$ cat config.mk
export PLATFORM = sky130hd
export DESIGN_NAME = multicycle_ctrl_fsm_flat
export DESIGN_NICKNAME = d
export VERILOG_FILES = /design/src/rtl/ctrl_pkg.sv /design/src/rtl/multicycle_ctrl_fsm_if.sv /design/src/rtl/mc_op_decode.sv /design/src/rtl/multicycle_ctrl_fsm.sv /design/src/flat_wrapper.sv
export SDC_FILE = /design/constraint.sdc
export NUM_CORES = 1
export LEC_CHECK = 0
export CORE_ASPECT_RATIO = 2
export CORE_MARGIN = 3
export CORE_UTILIZATION = 38
export CTS_CLUSTER_DIAMETER = 60
export DETAILED_ROUTE_END_ITERATION = 16
export GPL_TIMING_DRIVEN = 0
export PLACE_DENSITY = 0.83
export SETUP_SLACK_MARGIN = 0.1
export SLEW_MARGIN = 0
export SYNTH_ARGS = -nofsm -noshare
export SYNTH_HDL_FRONTEND = slang
export SYNTH_SLANG_ARGS = --single-unit
$ cat constraint.sdc
create_clock -name clk -period 1.8 [get_ports clk]
set_clock_uncertainty 0.15 [all_clocks]
set_input_delay 0.36 -clock clk [delete_from_list [all_inputs] [get_ports clk]]
set_output_delay 0.36 -clock clk [all_outputs]
set_load 0.005 [all_outputs]
$ cat src/rtl/ctrl_pkg.sv
// Shared encodings for the multi-cycle RV32I-subset control sequencer:
// opcodes, function fields, state codes, instruction classes and mux selects.
package ctrl_pkg;

  localparam logic [6:0] OPC_RTYPE = 7'b0110011;
  localparam logic [6:0] OPC_LOAD  = 7'b0000011;
  localparam logic [6:0] OPC_OPIMM = 7'b0010011;
  localparam logic [6:0] OPC_JALR  = 7'b1100111;
  localparam logic [6:0] OPC_STORE = 7'b0100011;
  localparam logic [6:0] OPC_JAL   = 7'b1101111;
  localparam logic [6:0] OPC_LUI   = 7'b0110111;

  localparam logic [2:0] F3_ADD  = 3'b000;
  localparam logic [2:0] F3_AND  = 3'b111;
  localparam logic [2:0] F3_XOR  = 3'b100;
  localparam logic [2:0] F3_SRA  = 3'b101;
  localparam logic [2:0] F3_LW   = 3'b010;
  localparam logic [2:0] F3_SW   = 3'b010;
  localparam logic [2:0] F3_ADDI = 3'b000;
  localparam logic [2:0] F3_JALR = 3'b000;

  localparam logic [6:0] F7_BASE = 7'b0000000;
  localparam logic [6:0] F7_ALT  = 7'b0100000;

  localparam logic [2:0] S_FETCH  = 3'd0;
  localparam logic [2:0] S_DECODE = 3'd1;
  localparam logic [2:0] S_EXEC   = 3'd2;
  localparam logic [2:0] S_MEM    = 3'd3;
  localparam logic [2:0] S_WB     = 3'd4;
  localparam logic [2:0] S_TRAP   = 3'd5;

  typedef enum logic [3:0] {
    OP_NOP,
    OP_ADD,
    OP_AND,
    OP_XOR,
    OP_SRA,
    OP_LW,
    OP_ADDI,
    OP_JALR,
    OP_SW,
    OP_JAL,
    OP_LUI
  } op_class_t;

  localparam logic [1:0] ALU_ADD = 2'b00;
  localparam logic [1:0] ALU_AND = 2'b01;
  localparam logic [1:0] ALU_XOR = 2'b10;
  localparam logic [1:0] ALU_SRA = 2'b11;

  localparam logic [1:0] PC_PLUS4 = 2'b00;
  localparam logic [1:0] PC_JAL   = 2'b01;
  localparam logic [1:0] PC_JALR  = 2'b10;

  localparam logic [1:0] RES_ALU  = 2'b00;
  localparam logic [1:0] RES_MEM  = 2'b01;
  localparam logic [1:0] RES_PC4  = 2'b10;
  localparam logic [1:0] RES_IMMU = 2'b11;

  function automatic logic [1:0] alu_op(input op_class_t c);
    logic [1:0] op;
    case (c)
      OP_AND:  op = ALU_AND;
      OP_XOR:  op = ALU_XOR;
      OP_SRA:  op = ALU_SRA;
      default: op = ALU_ADD;
    endcase
    return op;
  endfunction

  // Address and jump-target arithmetic all add the immediate to rs1.
  function automatic logic uses_imm(input op_class_t c);
    return (c == OP_ADDI) || (c == OP_LW) || (c == OP_SW) || (c == OP_JALR);
  endfunction

  function automatic logic is_mem_op(input op_class_t c);
    return (c == OP_LW) || (c == OP_SW);
  endfunction

  function automatic logic [1:0] pc_sel(input op_class_t c);
    logic [1:0] sel;
    case (c)
      OP_JAL:  sel = PC_JAL;
      OP_JALR: sel = PC_JALR;
      default: sel = PC_PLUS4;
    endcase
    return sel;
  endfunction

  function automatic logic [1:0] result_sel(input op_class_t c);
    logic [1:0] sel;
    case (c)
      OP_LW:           sel = RES_MEM;
      OP_JAL, OP_JALR: sel = RES_PC4;
      OP_LUI:          sel = RES_IMMU;
      default:         sel = RES_ALU;
    endcase
    return sel;
  endfunction

endpackage

$ cat src/rtl/multicycle_ctrl_fsm_if.sv
// Shared instruction/data memory port: request/write strobe out, completion ack back.
interface multicycle_ctrl_fsm_if;
  logic mem_req;
  logic mem_we;
  logic mem_ack;

  modport master (output mem_req, output mem_we, input mem_ack);
  modport slave  (input mem_req, input mem_we, output mem_ack);
endinterface

$ cat src/rtl/mc_op_decode.sv
// Combinational instruction classifier: maps opcode/funct3/funct7 to an op class
// and flags anything outside the supported subset as illegal.
module mc_op_decode
  import ctrl_pkg::*;
(
  input  logic [31:0] instr,
  output op_class_t   op_class,
  output logic        legal
);

  logic [6:0] opcode;
  logic [2:0] funct3;
  logic [6:0] funct7;
  logic       unused_operand_bits;

  assign opcode = instr[6:0];
  assign funct3 = instr[14:12];
  assign funct7 = instr[31:25];
  // Register and immediate fields belong to the datapath, not to classification.
  assign unused_operand_bits = ^{instr[24:15], instr[11:7]};

  // NOTE: every combinational output gets a default first so no path leaves it
  // unassigned; otherwise synthesis infers a latch.
  always_comb begin
    op_class = OP_NOP;
    case (opcode)
      OPC_RTYPE: begin
        if (funct7 == F7_BASE) begin
          case (funct3)
            F3_ADD:  op_class = OP_ADD;
            F3_AND:  op_class = OP_AND;
            F3_XOR:  op_class = OP_XOR;
            default: op_class = OP_NOP;
          endcase
        end else if (funct7 == F7_ALT && funct3 == F3_SRA) begin
          op_class = OP_SRA;
        end
      end
      OPC_LOAD:  if (funct3 == F3_LW)   op_class = OP_LW;
      OPC_OPIMM: if (funct3 == F3_ADDI) op_class = OP_ADDI;
      OPC_JALR:  if (funct3 == F3_JALR) op_class = OP_JALR;
      OPC_STORE: if (funct3 == F3_SW)   op_class = OP_SW;
      OPC_JAL:   op_class = OP_JAL;
      OPC_LUI:   op_class = OP_LUI;
      default:   op_class = OP_NOP;
    endcase
  end

  assign legal = (op_class != OP_NOP);

endmodule

$ cat src/rtl/multicycle_ctrl_fsm.sv
// Multi-cycle control sequencer: FETCH/DECODE/EXEC/MEM/WB with a shared memory
// port, a req/ack watchdog, and a sticky trap on illegal opcodes or bus timeouts.
module multicycle_ctrl_fsm
  import ctrl_pkg::*;
#(
  parameter int unsigned MEM_TIMEOUT = 16
) (
  input  logic                         clk,
  input  logic                         rst_n,
  input  logic [31:0]                  instr,
  multicycle_ctrl_fsm_if.master        mem,
  output logic                         addr_sel,
  output logic                         ir_we,
  output logic                         pc_we,
  output logic [1:0]                   pc_src,
  output logic                         alu_src_b,
  output logic [1:0]                   alu_ctrl,
  output logic [1:0]                   result_src,
  output logic                         reg_we,
  output logic                         trap,
  output logic                         bus_err,
  output logic [2:0]                   state_dbg
);

  localparam logic [7:0] WD_LIMIT = 8'(MEM_TIMEOUT - 1);

  logic [2:0] state, state_nx;
  op_class_t  op_class, op_class_nx;
  op_class_t  dec_class;
  logic       dec_legal;
  logic [7:0] wd_cnt, wd_cnt_nx;
  logic       trap_q, trap_nx;
  logic       bus_err_q, bus_err_nx;
  logic       ack;
  logic       wd_expired;
  logic       rd_zero;
  logic       req, we;

  mc_op_decode u_decode (
    .instr    (instr),
    .op_class (dec_class),
    .legal    (dec_legal)
  );

  assign ack        = mem.mem_ack;
  assign wd_expired = (wd_cnt == WD_LIMIT);
  assign rd_zero    = (instr[11:7] == 5'd0);

  // Next-state, class latch, watchdog and sticky fault logic.
  always_comb begin
    state_nx    = state;
    op_class_nx = op_class;
    wd_cnt_nx   = '0;
    trap_nx     = trap_q;
    bus_err_nx  = bus_err_q;
    case (state)
      S_FETCH: begin
        if (ack) begin
          state_nx = S_DECODE;
        end else if (wd_expired) begin
          state_nx   = S_TRAP;
          trap_nx    = 1'b1;
          bus_err_nx = 1'b1;
        end else begin
          wd_cnt_nx = wd_cnt + 8'd1;
        end
      end
      S_DECODE: begin
        op_class_nx = dec_class;
        if (dec_legal) begin
          state_nx = S_EXEC;
        end else begin
          state_nx = S_TRAP;
          trap_nx  = 1'b1;
        end
      end
      S_EXEC: state_nx = is_mem_op(op_class) ? S_MEM : S_WB;
      S_MEM: begin
        if (ack) begin
          state_nx = (op_class == OP_SW) ? S_FETCH : S_WB;
        end else if (wd_expired) begin
          state_nx   = S_TRAP;
          trap_nx    = 1'b1;
          bus_err_nx = 1'b1;
        end else begin
          wd_cnt_nx = wd_cnt + 8'd1;
        end
      end
      S_WB:    state_nx = S_FETCH;
      S_TRAP:  state_nx = S_TRAP;
      default: begin
        state_nx = S_TRAP;
        trap_nx  = 1'b1;
      end
    endcase
  end

  // NOTE: sequential state uses non-blocking assignments so every register
  // samples the pre-edge values, independent of statement order.
  always_ff @(posedge clk) begin
    if (!rst_n) begin
      state     <= S_FETCH;
      op_class  <= OP_NOP;
      wd_cnt    <= '0;
      trap_q    <= 1'b0;
      bus_err_q <= 1'b0;
    end else begin
      state     <= state_nx;
      op_class  <= op_class_nx;
      wd_cnt    <= wd_cnt_nx;
      trap_q    <= trap_nx;
      bus_err_q <= bus_err_nx;
    end
  end

  // Datapath controls. The ALU selects stay valid from EXEC through WB so the
  // address (MEM) and JALR target (WB) see the same computation.
  always_comb begin
    req        = 1'b0;
    we         = 1'b0;
    addr_sel   = 1'b0;
    ir_we      = 1'b0;
    pc_we      = 1'b0;
    pc_src     = PC_PLUS4;
    alu_src_b  = 1'b0;
    alu_ctrl   = ALU_ADD;
    result_src = RES_ALU;
    reg_we     = 1'b0;
    if (rst_n) begin
      case (state)
        S_FETCH: begin
          req   = 1'b1;
          ir_we = ack;
        end
        S_EXEC: begin
          alu_ctrl  = alu_op(op_class);
          alu_src_b = uses_imm(op_class);
        end
        S_MEM: begin
          req       = 1'b1;
          addr_sel  = 1'b1;
          we        = (op_class == OP_SW);
          pc_we     = ack && (op_class == OP_SW);
          alu_ctrl  = alu_op(op_class);
          alu_src_b = uses_imm(op_class);
        end
        S_WB: begin
          pc_we      = 1'b1;
          pc_src     = pc_sel(op_class);
          result_src = result_sel(op_class);
          reg_we     = !rd_zero;
          alu_ctrl   = alu_op(op_class);
          alu_src_b  = uses_imm(op_class);
        end
        default: ;
      endcase
    end
  end

  // Holding reset drops every output at once, including a request in flight.
  assign mem.mem_req = req;
  assign mem.mem_we  = we;
  assign trap        = rst_n & trap_q;
  assign bus_err     = rst_n & bus_err_q;
  assign state_dbg   = rst_n ? state : S_FETCH;

endmodule

$ cat src/flat_wrapper.sv
// flat-port wrapper written by rule: the top's interface ports become plain ports
module multicycle_ctrl_fsm_flat import ctrl_pkg::*;
#(
  parameter int unsigned MEM_TIMEOUT = 16
)
  (clk, rst_n, instr, addr_sel, ir_we, pc_we, pc_src, alu_src_b, alu_ctrl, result_src, reg_we, trap, bus_err, state_dbg, mem_mem_req, mem_mem_we, mem_mem_ack);
  multicycle_ctrl_fsm_if mem_i ();
  input  logic clk;
  input  logic rst_n;
  input  logic [31:0] instr;
  output logic addr_sel;
  output logic ir_we;
  output logic pc_we;
  output logic [1:0] pc_src;
  output logic alu_src_b;
  output logic [1:0] alu_ctrl;
  output logic [1:0] result_src;
  output logic reg_we;
  output logic trap;
  output logic bus_err;
  output logic [2:0] state_dbg;
  output wire logic [$bits(mem_i.mem_req)-1:0] mem_mem_req;
  output wire logic [$bits(mem_i.mem_we)-1:0] mem_mem_we;
  input wire logic [$bits(mem_i.mem_ack)-1:0] mem_mem_ack;
  assign mem_mem_req = mem_i.mem_req;
  assign mem_mem_we = mem_i.mem_we;
  assign mem_i.mem_ack = mem_mem_ack;
  multicycle_ctrl_fsm #(.MEM_TIMEOUT(MEM_TIMEOUT)) u_core (.clk(clk), .rst_n(rst_n), .instr(instr), .mem(mem_i), .addr_sel(addr_sel), .ir_we(ir_we), .pc_we(pc_we), .pc_src(pc_src), .alu_src_b(alu_src_b), .alu_ctrl(alu_ctrl), .result_src(result_src), .reg_we(reg_we), .trap(trap), .bus_err(bus_err), .state_dbg(state_dbg));
endmodule
Yosys cells after proc, flatten, opt, wreduce, memory -nomap -nowiden
Cells that the tools add are included.
- add/subtract/negate cells: 1
- multiplexer cells: 43
- reductions and logical operators: 19
- eq/ne operators: 30
- bitwise operators: 6
- operator list (kind ; number):
    3-bit 2-to-1 mux ; 11
    7-bit by 6-bit == test with 1-bit output, second input constant ; 4
    4-bit case mux with 7 select lines ; 1
    2-bit case mux with 3 select lines ; 3
    4-bit by 3-bit == test with 1-bit output, second input constant ; 4
    1-bit 2-to-1 mux ; 16
    3-bit == test, second input constant ; 5
    3-bit case mux with 5 select lines ; 1
    7-bit == test, second input constant ; 2
    4-bit == test, second input constant ; 3
    2-bit 2-to-1 mux ; 6
    3-bit by 2-bit == test with 1-bit output, second input constant ; 3
    8-bit by 1-bit adder with 8-bit output, second input constant ; 1
    4-bit by 2-bit == test with 1-bit output, second input constant ; 2
    8-bit by 4-bit == test with 1-bit output, second input constant ; 1
    4-bit 2-to-1 mux ; 2
    7-bit by 2-bit == test with 1-bit output, second input constant ; 1
    7-bit by 5-bit == test with 1-bit output, second input constant ; 1
    7-bit logical NOT ; 1
    3-bit logical NOT ; 2
    3-bit OR reduction ; 2
    5-bit logical NOT ; 1
    1-bit logical OR ; 4
    2-bit != test, second input constant ; 2
    14 further kinds ; 20
- input port bits: 35
- output and inout port bits: 18
- register bits after elaboration: 17

Longest topological paths before layout
Gate-level depths: netlist of run 1.
- depth in word-level cells: 8
- gate-level depth with buffers: 7
- mapped depth without buffers: 6

By module
From an unflattened synthesis of run 1, not the netlist that was laid out.
- cells, all modules: 183
- area total of the unflattened synthesis: 1348.8 um^2
- by module, submodules not included (module ; times used ; cells an instance ; area each (um^2)):
    multicycle_ctrl_fsm ; 1 ; 140 ; 1061.0
    mc_op_decode ; 1 ; 43 ; 287.8

Least setup slack after synthesis of run 1
No wires, ideal clock.
- path kind: register -> output
- start point: register u_core.op_class[3]
- end point: output pc_we
- required time: 1290 ps
- arrival time: 1382 ps
- buffers on the path: 1
- stages on the path, launching flop included: 6
- setup slack: -92 ps
- path through: dfxtp_1 > clkbuf_1 > or4b_1 > nor3_1 > nand2_1 > nand2_1
- longest elaborated chain between the ends: 4
- RTL lines (what ; line ; text):
    start, declared ; multicycle_ctrl_fsm.sv:28 ; op_class_t op_class, op_class_nx;
    start signal, assigned ; multicycle_ctrl_fsm.sv:109 ; op_class <= op_class_nx;
    4-bit == test ; multicycle_ctrl_fsm.sv:143 ; pc_we = ack && (op_class == OP_SW);
    1-bit logical AND ; multicycle_ctrl_fsm.sv:143 ;
    1-bit case mux with 2 select lines ; multicycle_ctrl_fsm.sv:130 ; case (state)
    1-bit 2-to-1 mux ; multicycle_ctrl_fsm.sv:129 ; if (rst_n) begin
    end, declared ; flat_wrapper.sv:13 ; output logic pc_we;
No other way between the ends.

Worst setup path after layout of run 1
Same ends and word-level chain as after synthesis.

==> impl_metrics.csv, run 1 <==
group,metric,value,unit
run_status,status,"complete, but fails checks",
run_status,violations,"negative setup slack",
floorplanning,ios,53,
layout,num-nets-final,285,
timing,setup_ws,-385,ps
global_routing,grtUsageTotal,23.1,%
timing,slew_headroom,71.2,%
global_routing,antenna_found_initial,0,
clocking,numClockSinks,17,
synth,ys.flop_type,"dfxtp_1",
flow_run,drv_cap,0,
worst_setup_path,required,1290,ps
detailed_routing,wire_per_inst,20.5,microns
layout,syn2layout_area_growth,93.3,%
timing,fin_crit_sh,121,%
worst_setup_path,reg2reg_slack,-70,ps
floorplanning,core_area,3190,sq um
detailed_routing,drt-pass1-iter-count,4,
worst_setup_path,cp_slowest_cell,"or4b_4",
synth,syn_area,1270,sq um
hold_path,min-delay-start,"rst_n",
detailed_routing,routed-via-count,1692,
placement,place_ws,-948,ps
layout,drive_gt1_share,58.1,%
floorplanning,die_w,47.0,microns
placement,io_buffers,41,
global_routing,grt_overflow_total,0,
timing,tightest_slew,431,ps
power_and_ir_drop,power_leakage,0.000992,uW
synth,synth_edf_count,0,
clocking,ctsHoldBuffers,0,
power_and_ir_drop,p_per_area,538,nW/um^2
clocking,clock-root-buffer,"clkbuf_8",
clocking,cts.path.max_buffers,2,
worst_setup_path,critPathCaptureType,"primary output",
placement,placed_cell_area,1730,sq um
clocking,cts_tree,"yes",
placement,hpwl,2580,microns
hold_path,hold_class,"input port to flop",
placement,place_inst,241,
timing,fmax,458,MHz
hold_path,holdPathEnd,"u_core.state[2]",
synth,synth.most_common_cell,"nand2_1",
detailed_routing,antenna_left,0,
synth,synth_area_leaders,"dfxtp_1, nand2_1, nor2_1",
floorplanning,die_y,87.9,microns
floorplanning,die_area,4130,sq um
worst_setup_path,r2r-end,"u_core.state[0]",
synth,yosysTopAreaCell,"dfxtp_1",
placement,place_congestion,0.834,
synth,synth_top_area_share,26.7,%
worst_setup_path,r2r_start,"u_core.wd_cnt[1]",
worst_setup_path,worstPathBufferInverterCount,2,
timing,setup_viol,13,
hold_path,holdPathStages,3,
worst_setup_path,cp.arrival,1670,ps
synth,syn_inst,169,
synth,ys_warn_count,0,
layout,diodes,0,
synth,synth.avg_cell_area,7.54,sq um
layout,final_cell_area,2460,sq um
global_routing,grt_pass1_vias,1636,
worst_setup_path,crit_top_cell,"nand2_1",
layout,fin_cells,279,
synth,synth.distinct_cells,47,
worst_setup_path,crit_type,"flop to primary output",
worst_setup_path,start_kind,"flop",
layout,utilization,77.2,%
worst_setup_path,path_delay_family,"simple AND/OR/NAND/NOR gates",
synth,synth_common_cells,"nand2_1, nor2_1, dfxtp_1, a21oi_1, clkbuf_1",
worst_setup_path,cp.depth,6,
power_and_ir_drop,vdd_drop_max,0.000335,V
floorplanning,start_util,39.9,%
worst_setup_path,worstPathCellList,"buf_8, or4b_4, nor3_4, nand2_1, nand2_1, buf_2",
clocking,htreeDepth,1,
synth,yosysSeqAreaShare,26.7,%
detailed_routing,wirelength,5730,microns
synth,synth-async-reset-ratio,0,%
detailed_routing,vias_per_cell,6.06,
clocking,clock_latency,260,ps
timing,fin_crit,2180,ps
clocking,cts-buffers-inserted,3,
timing,slew_viol_final,0,
detailed_routing,drt-initial-drc-count,41,
floorplanning,fp-row-count,29,
detailed_routing,remaining_drc_errors,0,
timing,grt_setup_unrepaired,"true",
global_routing,grt_start_max_net_pins,12,
worst_setup_path,crit_fanout,3,
worst_setup_path,cp_slowest_stage_delay,510,ps
timing,final-hold-violation-count,0,
synth,syn_nets,205,
worst_setup_path,worstRegToRegCells,7,
global_routing,grt_pass1_wl,7050,microns
layout,fill_cells,193,
synth,ys_ff_latch,17,
clocking,clkTransAtPathRegs,70,ps
## layout make-up
class                   count  area, sq um  area share, %
flip-flops and latches     17          362           14.7
clock buffers               3         41.3           1.68
plain buffers               7          105           4.26
repair buffers             77          632           25.6
well taps                  31         38.8           1.57
clock inverters             1         7.51          0.305
multi-input cells         139         1260           51.2
inverters                   4         17.5          0.711
## registers in the layout, summed over array words and instances (netlist names)
| name | flops |
|---|---|
| u_core.wd_cnt | 8 |
| u_core.bus_err_q | 1 |
| u_core.op_class | 4 |
| u_core.trap_q | 1 |
| u_core.state | 3 |
## metrics by stage
stage	hold WS, ps	total power, uW	setup TNS (ps)
6_report	255	1330	-1630
5_1_grt	265	1370	-2250
4_1_cts	240	1120	-1620
3_5_place_dp	293	731	-18250
3_3_place_gp	284	726	-17760
2_1_floorplan	268	594	-8.55
## report_power, final
group          internal [uW]  switching, uW
Combinational            295            284
Clock                    156            156
Sequential               405           30.4
## cell usage in the layout (no fill, tap or decap), types with 3 or more instances in the layout
cell,count
buf_4,30
buf_6,16
nor2_1,16
nand2_1,15
buf_2,12
dfxtp_2,8
buf_8,7
a21oi_2,7
xnor2_1,6
clkbuf_2,6
dlygate4sd2_1,6
dfxtp_1,6
nand3_1,5
clkdlybuf4s50_1,5
nand3b_1,4
nor4_4,4
clkbuf_8,4
nor3_2,4
a21oi_1,4
nor2b_1,4
nand2_2,3
inv_1,3
nor4b_4,3
and2_1,3
nor3_4,3
o21ai_0,3
and3_1,3
nand4_1,3
dfxtp_4,3
## how the worst max path moves through the flow
stage	start	to
final	u_core.op_class[3]	pc_we
after global routing	u_core.op_class[3]	pc_we
after CTS	u_core.op_class[3]	pc_we
after global placement	rst_n	pc_src[0]
after floorplan	instr[2]	u_core.state[1]
after detailed placement	rst_n	pc_src[0]
## kinds of logic after synthesis
| family | Yosys count | share of synthesized area (%) |
|---|---|---|
| AND/OR/NAND/NOR | 92 | 40.9 |
| AO/OA/AOI/OAI | 35 | 19.0 |
| flip-flops | 17 | 26.7 |
| buffers and inverters | 13 | 4.42 |
| XOR/XNOR | 8 | 5.50 |
| multiplexers | 2 | 1.67 |
| adder cells (fa/ha/maj) | 2 | 1.77 |
## what timing repair did
| item | in CTS | in global routing |
|---|---|---|
| setup buffers | 17 | 19 |
| endpoints found under the hold margin | 0 | 0 |
| gates resized for setup | 189 | 81 |
| pin swaps | 24 | 22 |
| gates cloned | 0 | 0 |
| endpoints found under the setup margin | 33 | 28 |
## layer usage
layer | vias to the layer above | GRT usage [%] | share of wire (%)
li1 | 776 | - | -
met1 | 796 | 21.1 | 30
met2 | 91 | 44.9 | 59
met3 | 29 | 2.88 | 5.6
met4 | 0 | 11.8 | 5.4
met5 | - | 0 | 0
## worst register-to-register path: cells and delay by family, from the launching register on
| kind | cells | cell delay, ps |
|---|---|---|
| AO/OA/AOI/OAI | 4 | 820 |
| flip-flops | 1 | 350 |
| AND/OR/NAND/NOR | 1 | 170 |
| adder cells (fa/ha/maj) | 1 | 160 |
| buffers and inverters | 1 | 120 |
(Power assumes the default switching activity.)
==> run 2, diff against run 1 <==
ABC_AREA = 1   (was not set)
==> impl_metrics.csv, run 2 <==
group,metric,value,unit
synth,syn_nets,252,
layout,fin_cells,319,
clocking,numClockSinks,17,
power_and_ir_drop,p_per_area,674,nW/um^2
synth,yosysSeqAreaShare,26.7,%
floorplanning,fp-row-count,29,
worst_setup_path,critPathCaptureType,"primary output",
detailed_routing,antenna_left,0,
floorplanning,die_area,4130,sq um
global_routing,grtUsageTotal,22.6,%
floorplanning,die_w,47.0,microns
worst_setup_path,crit_type,"flop to primary output",
detailed_routing,drt-initial-drc-count,47,
layout,layout.cells.most_common_list,"nand2_1, inv_1, buf_4",
flow_run,drv_cap,0,
global_routing,grt_use_met2,44.4,%
hold_path,hold_class,"flop to flop",
layout,fill_cells,248,
detailed_routing,routed-via-count,1763,
synth,synth.most_common_cell,"nand2_1",
detailed_routing,wirelength,4740,microns
detailed_routing,vias_per_cell,5.53,
placement,place_inst,288,
placement,hpwl,2670,microns
timing,tightest_slew,329,ps
floorplanning,start_util,40.0,%
synth,synth_edf_count,0,
synth,synth_area_leaders,"dfxtp_1, nand2_1, nor2_1",
synth,synth-async-reset-ratio,0,%
worst_setup_path,crit_fanout,3,
timing,fin_crit_sh,109,%
timing,setup_viol,8,
clocking,htreeDepth,1,
worst_setup_path,worstRegToRegCells,9,
clocking,clock_latency,250,ps
synth,ys.flop_type,"dfxtp_1",
floorplanning,die_y,88.0,microns
layout,num-nets-final,325,
synth,ys_warn_count,0,
layout,diodes,0,
clocking,clock-root-buffer,"clkbuf_8",
timing,slew_headroom,77.9,%
layout,largest_reg_flops,8,
run_status,status,"complete, but fails checks",
timing,slew_viol_final,0,
placement,placed_cell_area,1730,sq um
worst_setup_path,start_kind,"flop",
synth,synth.avg_cell_area,5.91,sq um
clocking,cts.path.max_buffers,2,
timing,grt_setup_unrepaired,"true",
global_routing,grtUsageMet1,19.5,%
worst_setup_path,cp.arrival,1450,ps
detailed_routing,drt-pass1-iter-count,4,
clocking,clkTransAtPathRegs,60,ps
layout,largestRegisters,"u_core.wd_cnt: 8 flops, u_core.op_class: 4 flops, u_core.state: 3 flops",
placement,io_buffers,41,
detailed_routing,wire_per_inst,14.9,microns
global_routing,grt-busiest-layer,"met2",
clocking,cts-buffers-inserted,3,
hold_path,holdPathStages,1,
global_routing,antenna_found_initial,0,
global_routing,grt_pass1_wl,7000,microns
layout,final_common_cell,"nand2_1",
synth,syn_inst,216,
timing,fmax,509,MHz
global_routing,grt_pass1_vias,1708,
clocking,cts_tree,"yes",
timing,setup_ws,-163,ps
power_and_ir_drop,power_leakage,0.00119,uW
timing,fin_crit,1960,ps
global_routing,grt_overflow_total,0,
layout,syn2layout_area_growth,73.9,%
layout,largest_register,"u_core.wd_cnt",
floorplanning,ios,53,
layout,final_cell_area,2220,sq um
timing,final-hold-violation-count,0,
power_and_ir_drop,total_power,1500,uW
synth,yosysTopAreaCell,"dfxtp_1",
clocking,ctsHoldBuffers,0,
synth,synth_common_cells,"nand2_1, nor2_1, inv_1, dfxtp_1, nand3_1",
synth,synth_top_area_share,26.7,%
run_status,violations,"negative setup slack",
floorplanning,core_area,3190,sq um
detailed_routing,remaining_drc_errors,0,
layout,drive_gt1_share,42.0,%
global_routing,grt_start_max_net_pins,11,
synth,syn_area,1280,sq um
power_and_ir_drop,vdd_drop_max,0.000400,V
synth,synth.distinct_cells,29,
placement,place_congestion,0.953,
synth,ys_ff_latch,17,
global_routing,globalRouteMet3Util,4.94,%
worst_setup_path,required,1290,ps
==> run 2: cell types whose count changed in the layout (fill, tap and decap cells not counted), sizes merged, moves of 6 or more <==
cell | previous run | this run
dlygate4sd2 | 6 | 12
inv | 4 | 41
nand2 | 20 | 49
dlymetal6s2s | 0 | 11
nand3 | 7 | 21
nor2 | 18 | 42
buf | 66 | 40
==> run 2: metrics by stage <==
stage / hold slack (ps) / TNS [ps] / util, % / setup WS (ps)
6_report: 288 / -682 / 69.5 / -163
5_1_grt: 304 / -1170 / 69.5 / -234
4_1_cts: 305 / -135 / 63.9 / -40.1
3_5_place_dp: 290 / -5580 / 54.0 / -553
3_3_place_gp: 282 / -5210 / 54.0 / -537
2_1_floorplan: 264 / 0 / - / 261
==> run 2: timing repair <==
action	4_1_cts	5_1_grt
resized for setup	129	42
setup buffers	23	6
pin swaps	26	22
cloned	0	0
endpoints found under the setup margin	22	20
==> run 2: final timing paths <==
| path | from | end | slack [ps] |
|---|---|---|---|
| setup reg to reg | u_core.state[0] | u_core.state[2] | 50 |
| hold reg to reg | u_core.wd_cnt[0] | u_core.wd_cnt[0] | 290 |
| hold / removal | u_core.wd_cnt[0] | u_core.wd_cnt[0] | 290 |
| setup / recovery | u_core.state[0] | alu_ctrl[1] | -160 |
==> run 2: cell families after synthesis <==
| family | after synthesis | share of synthesized area [%] |
|---|---|---|
| xor gates and xnor gates | 3 | 2.06 |
| and+or+nand+nor | 126 | 45.4 |
| DFF | 17 | 26.7 |
| buffers and inverters | 43 | 13.3 |
| AOI/OAI and AO/OA | 26 | 11.6 |
| adders and majority gates | 1 | 0.980 |
==> run 2: worst max-delay path: stages, from the launching register on <==
cell and delay (ps):
dfxtp_4 360, buf_6 120, nor3_4 250, a21oi_2 70
nand2_1 100, nand2_2 80, nor2_1 90, buf_2 120
==> run 2: final cells by class <==
| cell class | instances | area (sq um) | area share (%) |
|---|---|---|---|
| Buffer | 2 | 18.8 | 0.846 |
| Timing Repair Buffer | 68 | 581 | 26.2 |
| Inverter | 41 | 159 | 7.16 |
| Multi-Input combinational cell | 156 | 1010 | 45.7 |
| Clock buffer | 4 | 45.0 | 2.03 |
| Sequential cell | 17 | 363 | 16.3 |
| Tap cell | 31 | 38.8 | 1.75 |
==> run 2: per-layer routing <==
metal  vias to the layer above  share of wire [%]
li1                        837                  -
met1                       819                 30
met2                        81                 60
met3                        26                5.1
met4                         0                4.7
met5                         -                  0
==> run 2: report_power, final <==
group | internal [uW] | total, uW | switching [uW] | leakage (uW)
Combinational | 323 | 719 | 396 | 0.00102
Clock | 157 | 283 | 126 | 0.0000228
Sequential | 433 | 494 | 60.4 | 0.000144
==> run 3, diff against run 2 <==
ABC_CLOCK_PERIOD_IN_PS = 1800   (was not set)
==> results of run 3 <==
The final DEF is identical to that of run 2; final timing and power are the same.
